**src/rtl/shift_rotate_unit.sv**
```systemverilog
// Two-stage pipelined shift/rotate unit: stage 1 moves by the even part of the
// amount, stage 2 by the remaining single bit and produces the registered flags.
module shift_rotate_unit #(
    parameter int WIDTH = 8,
    parameter int SHW   = 3
) (
    input  logic             clk,
    input  logic             rst,
    input  logic             data_hazard,
    input  logic             flush,
    input  logic             in_valid,
    input  logic [1:0]       op,
    input  logic [SHW-1:0]   shamt,
    input  logic [WIDTH-1:0] data_in,
    output logic             out_valid,
    output logic [WIDTH-1:0] data_out,
    output logic             carry_out,
    output logic             zero
);

    typedef enum logic [1:0] {
        OP_ROR = 2'b00,
        OP_ROL = 2'b01,
        OP_SHR = 2'b10,
        OP_SAR = 2'b11
    } op_e;

    if (WIDTH != (2 ** SHW) || (WIDTH != 4 && WIDTH != 8 && WIDTH != 16 && WIDTH != 32)) begin : g_bad_params
        $error("shift_rotate_unit: WIDTH must be 4/8/16/32 and equal 2**SHW");
    end

    // Stage-1 registers
    logic             s1_valid;
    op_e              s1_op;
    logic             s1_b0;
    logic [WIDTH-1:0] s1_data;
    logic             s1_c1;

    // Stage-1 combinational datapath
    logic [SHW-1:0]     m;
    logic [SHW-1:0]     m_dec;
    logic [SHW-1:0]     m_neg;
    logic [2*WIDTH-1:0] dbl;
    logic [2*WIDTH-1:0] ror_dbl;
    logic [2*WIDTH-1:0] rol_dbl;
    logic [WIDTH-1:0]   s1_next;
    logic               c1_next;

    // NOTE: every signal written here gets a default first so no latch is inferred.
    always_comb begin
        m       = {shamt[SHW-1:1], 1'b0};
        m_dec   = m - SHW'(1);
        m_neg   = SHW'(0) - m;    // WIDTH - m, modulo WIDTH
        dbl     = {data_in, data_in};
        ror_dbl = dbl >> m;
        rol_dbl = dbl << m;
        s1_next = data_in;
        c1_next = 1'b0;
        case (op_e'(op))
            OP_ROR: s1_next = ror_dbl[WIDTH-1:0];
            OP_ROL: s1_next = rol_dbl[2*WIDTH-1:WIDTH];
            OP_SHR: s1_next = data_in >> m;
            OP_SAR: s1_next = WIDTH'($signed(data_in) >>> m);
            default: s1_next = data_in;
        endcase
        if (m != '0) begin
            c1_next = (op_e'(op) == OP_ROL) ? data_in[m_neg] : data_in[m_dec];
        end
    end

    // Stage-2 combinational datapath: optional one-bit move plus carry select
    logic [WIDTH-1:0] s2_data;
    logic             s2_carry;

    always_comb begin
        s2_data  = s1_data;
        s2_carry = s1_c1;
        if (s1_b0) begin
            case (s1_op)
                OP_ROR: begin
                    s2_data  = {s1_data[0], s1_data[WIDTH-1:1]};
                    s2_carry = s1_data[0];
                end
                OP_ROL: begin
                    s2_data  = {s1_data[WIDTH-2:0], s1_data[WIDTH-1]};
                    s2_carry = s1_data[WIDTH-1];
                end
                OP_SHR: begin
                    s2_data  = {1'b0, s1_data[WIDTH-1:1]};
                    s2_carry = s1_data[0];
                end
                OP_SAR: begin
                    s2_data  = {s1_data[WIDTH-1], s1_data[WIDTH-1:1]};
                    s2_carry = s1_data[0];
                end
                default: begin
                    s2_data  = s1_data;
                    s2_carry = s1_c1;
                end
            endcase
        end
    end

    // NOTE: non-blocking assignments so stage 2 always sees stage 1's pre-edge values.
    always_ff @(posedge clk) begin
        if (rst) begin
            s1_valid  <= 1'b0;
            s1_op     <= OP_ROR;
            s1_b0     <= 1'b0;
            s1_data   <= '0;
            s1_c1     <= 1'b0;
            out_valid <= 1'b0;
            data_out  <= '0;
            carry_out <= 1'b0;
            zero      <= 1'b0;
        end else if (flush) begin
            // Data registers keep their contents; only the qualifiers are dropped.
            s1_valid  <= 1'b0;
            out_valid <= 1'b0;
            zero      <= 1'b0;
        end else if (!data_hazard) begin
            s1_valid  <= in_valid;
            s1_op     <= op_e'(op);
            s1_b0     <= shamt[0];
            s1_data   <= s1_next;
            s1_c1     <= c1_next;
            out_valid <= s1_valid;
            data_out  <= s2_data;
            carry_out <= s2_carry;
            zero      <= s1_valid && (s2_data == '0);
        end
    end

endmodule

```
**config.mk**
```make
export PLATFORM = sky130hd
export DESIGN_NAME = shift_rotate_unit
export DESIGN_NICKNAME = d
export VERILOG_FILES = /design/src/rtl/shift_rotate_unit.sv
export SDC_FILE = /design/constraint.sdc
export NUM_CORES = 1
export LEC_CHECK = 0
export ABC_AREA = 1
export CORE_MARGIN = 4
export CORE_UTILIZATION = 47
export CTS_CLUSTER_DIAMETER = 80
export CTS_CLUSTER_SIZE = 20
export DETAILED_ROUTE_END_ITERATION = 10
export PLACE_DENSITY = 0.81
export SYNTH_ARGS = -nofsm -noshare
export SYNTH_HDL_FRONTEND = slang
export SYNTH_SLANG_ARGS = --single-unit
export TNS_END_PERCENT = 10
```
**constraint.sdc**
```tcl
create_clock -name clk -period 1.24 [get_ports clk]
set_input_delay 0.186 -clock clk [delete_from_list [all_inputs] [get_ports clk]]
set_output_delay 0.186 -clock clk [all_outputs]
set_load 0.1 [all_outputs]
```
### After elaboration in Yosys (flattened, before gate mapping)

Index checks and enable logic that the tools add are counted.

| word-level totals | value |
|---|---|
| register bits after elaboration | 24 |
| input port bits | 18 |
| output and inout bits | 11 |

| cells by class | value |
|---|---|
| bitwise operators | 2 |
| order comparisons | 2 |
| $add $sub $neg | 2 |
| muxes and demuxes | 11 |
| reduce and logical (&&, ||, !) cells | 8 |
| equality and inequality tests | 6 |
| shift operators | 4 |

Operator list:

| cell | number |
|---|---|
| $pmux W8 S4 | 2 |
| $shl A16 B3 Y16 | 1 |
| $shr A16 B3 Y8 | 1 |
| $eq A2 B2 Y1 const B | 4 |
| $logic_not A8 Y1 | 1 |
| $lt A3 B4 Y1 const B | 2 |
| $mux W8 | 1 |
| $shr A8 B3 Y8 | 1 |
| $sshr A8 B3 Y8 | 1 |
| $bmux W1 S3 | 2 |
| $mux W1 | 5 |
| $eq A2 B1 Y1 const B | 2 |
| $logic_not A2 Y1 | 2 |
| $reduce_or A3 Y1 | 1 |
| $sub A1 B3 Y3 const A | 1 |
| $sub A3 B1 Y3 const B | 1 |
| $not A1 Y1 | 2 |
| $pmux W1 S2 | 1 |
| $reduce_and A2 Y1 | 1 |
| $reduce_bool A2 Y1 | 1 |
| $reduce_or A2 Y1 | 1 |
| $logic_and A1 B1 Y1 | 1 |

### Logic depth before layout (Yosys ltp)

| depth | value |
|---|---|
| depth after elaboration | 5 |
| depth in mapped cells | 9 |

### Worst setup path before layout

OpenSTA, ideal clock, no wires.

| path | value |
|---|---|
| kind | register to register |
| from | register, netlist name carry_out |
| to | register carry_out |
| buffers on the path | 0 |
| stages on the path, launching flop included | 3 |
| period minus slack after synthesis | 1316 ps |
| setup slack | -76 ps |
| arrival time | 1245 ps |
| required time | 1169 ps |
| cells stage by stage | dfxtp_1 o21ai_0 a21oi_1 |

RTL lines:

| what | RTL line | source |
|---|---|---|
| to (signal assigned) | 129 | `carry_out <= s2_carry;` |
| to (decl) | 17 | `output logic carry_out,` |

### Final worst setup path

| path | value |
|---|---|
| from | register s1_op[1] |
| to | register data_out[1] |

| on the way | value |
|---|---|
| word-level cells in the longest chain between the ends | 3 |
| elaborated cells on any way between the ends | 6 |
| classes of those cells | 3 x eq/ne; 2 x mux; 1 x reduce/logical |

RTL lines:

| what | RTL line | source |
|---|---|---|
| from (decl) | 34 | `op_e s1_op;` |
| from (signal assigned) | 123 | `s1_op <= op_e'(op);` |
| $eq A2 B2 Y1, or another cell as far along | 79 | `case (s1_op)` |
| $pmux W8 S4 (*) | 79 |  |
| $mux W8 (*) | 78 | `if (s1_b0) begin` |
| to (signal assigned) | 128 | `data_out <= s2_data;` |
| to (decl) | 16 | `output logic [WIDTH-1:0] data_out,` |

Mark *: on every way between the ends. The rest lies on a longest branch, timed or not.
A chain may end at the register's enable or synchronous reset.

==> reports/qor.txt <==
Antenna Nets Post-Route - 0
max cap viols - 0
top-count cell post-synth - nand2_1
CTS tree - yes
CP required - 1520 ps
Slew headroom - 0.839
Hold Buf Count CTS - 0
TritonCTS Sinks - 24
crit path DAT - 1590 ps
hpwl dp - 3450 um
Net Count, Synth - 285
Top Family by Delay on Critical Path - flip-flops
1st-pass router iterations - 5
CP max stage cell - dfxtp_4
CP cell instances - clkinv_4 -> nand2_8 -> nand2_1 -> nand3_1 -> nand2_2 -> buf_4 -> buf_4 -> a21oi_1
ys async rst share - 0
min Tclk post-route - 1310 ps
top routing layer in use - met4
Ys Warns - 0
metal3 WL - 232 um
routed via count - 2,028
final hold viol count - 0
Final Util - 0.778
failing checks - negative setup slack
r2r setup slk - -70 ps
DR vias/cell - 5.34
gr usage total - 0.208
DIE HEIGHT - 67.2 um
syn_area_per_cell - 6.20 um2
die area - 0.00452 mm2
Cells after Synth - 266
DRC - 0
Syn Std Cell Area - 0.00165 mm2
Net count, final - 354
wire per inst - 13.8 um
largest area contributor in the netlist - dfxtp_1
P_leak - 0.00117 uW
synthesized flop and latch total - 24
CTS Buf Count - 3
port buffer count - 28
final worst slack - -70.3 ps
Synth top area share - 0.291
FP Rows - 21
WL met2 - 2630 um
total negative slack - -102 ps
clock slew at reported path FFs - 150 ps
Met1 Routed Length - 2220 um
Worst Tran Pin Value - 241 ps
vias in the first global route - 1,758
post-synthesis sequential area ratio - 0.291
P per Cell Area - 919 mW/mm2
pin count of the biggest net entering global routing - 22
crit end category - flop
top cells by count, synth - nand2_1 (70), a21oi_1 (30), o21ai_0 (28)
diode count - 0
startpoint types - flop
share of layout cells above drive strength 1 - 0.344
slowest stage delay, CP - 410 ps
Die W - 67.2 um
RSZ-0062 raised after global routing - true
maximum vdd ir drop - 0.000486 V
largest cells by area after synthesis - dfxtp_1 (29%), nand2_1 (16%), a21oi_1 (9.1%), o21ai_0 (8.5%), nand3_1 (6.7%)
H-tree levels - 1
Synth cell types - 30
Hold Path Class - input port to flop
Clock Latency Late Sink - 340 ps
clock skew - 17.6 ps
Max clock buf depth - 2
final setup violating endpoints - 2
grt ovf - 0
achievable frequency - 0.763 GHz
CP max FO - 8
Fillers - 245
number of antenna violations at the first check in global routing - 0
final wirelength - 5230 um
EDFF count, synth - 0
final worst path period share - 1.06
Top FF cell, synth - dfxtp_1
CP Buf/Inv Count - 3
Top-Level Pins - 29
first-pass GRT wire length - 7380 um
initial cell density of the core - 0.490
RePlAce Congestion - 0.905
Initial DRC Count - 139
CTS Root Cell - clkbuf_4
status - finished with violations
critical setup path kind - flop to flop
area delta synth->final - 58.6%
core outline area - 0.00336 mm2
Slew Limit Fails - 0
CP dominant cell by count - buf_4
stage by stage:
stage,power (uW),hold slack (ps),worst slack [ps],std cells,cell area (um2)
CTS,2250,376,0.723,366,2360
floorplan,1350,323,-75.6,266,1650
finish,2400,287,-70.3,380,2620
global placement,1660,447,-435,362,2290
global route,2510,337,-106,380,2620
detailed placement,1670,463,-460,362,2290
layout make-up:
| class | instances | area [um2] | area share |
|---|---|---|---|
| inverters | 22 | 90.1 | 0.0344 |
| multi-input cells | 209 | 1140 | 0.437 |
| repair inverters | 1 | 5.00 | 0.00191 |
| clock inverters | 1 | 30.0 | 0.0115 |
| repair buffers | 74 | 773 | 0.296 |
| clock buffers | 3 | 22.5 | 0.00861 |
| flip-flops and latches | 24 | 493 | 0.189 |
| well taps | 46 | 57.6 | 0.0220 |
worst reg2reg max path, delay by kind of cell, from the launching register on:
| kind | cells | cell delay (ps) |
|---|---|---|
| buf+inv | 3 | 350 |
| simple gates | 4 | 320 |
| compound gates | 1 | 170 |
| flops | 1 | 410 |
routing by layer:
metal | vias up | GRT usage
met4 | 0 | 0.101
li1 | 1027 | -
met3 | 13 | 0.0183
met5 | - | 0
met1 | 924 | 0.250
met2 | 64 | 0.368
cells in the final DEF (no fill, tap or decap), types with 8 or more instances in the layout:
cell,instances
nand2_1,62
dfxtp_1,20
buf_12,12
inv_1,15
nand3_1,14
nand2_2,11
o21ai_1,12
nand3_2,8
a21oi_1,27
o21ai_0,25
nor2_1,13
clkdlybuf4s50_1,13
buf_4,40
power by group:
| part | leakage, uW | switching, uW | internal [uW] |
|---|---|---|---|
| Combinational | 0.000939 | 510 | 415 |
| Clock | 0.0000279 | 270 | 328 |
| Sequential | 0.000200 | 62.0 | 818 |
registers in the layout (all words and copies together) (netlist names):
register,count
out_valid,1
s1_c1,1
s1_valid,1
zero,1
s1_data,8
carry_out,1
data_out,8
s1_b0,1
s1_op,2
final timing paths:
path,to,cells after the start,start
setup / recovery,data_out[1],8,s1_op[1]
hold reg to reg,s1_valid,2,s1_valid
setup reg to reg,data_out[1],8,s1_op[1]
hold / removal,s1_data[7],5,data_in[7]
cell families (layout without fill, tap and decap cells):
| logic type | Yosys count | count (layout) | share of synthesized area |
|---|---|---|---|
| buffers and inverters | 34 | 101 | 0.0979 |
| AO/OA/AOI/OAI | 78 | 78 | 0.255 |
| adder cells (fa/ha/maj) | 1 | 1 | 0.00759 |
| flip-flops | 24 | 24 | 0.291 |
| AND/OR/NAND/NOR | 129 | 130 | 0.348 |
repair_timing:
item	4_1_cts	5_1_grt
setup endpoints to repair	9	10
pin swaps	0	16
gates cloned	0	2
resized for setup	6	50
setup buffers	0	12
(Power assumes the default switching activity.)
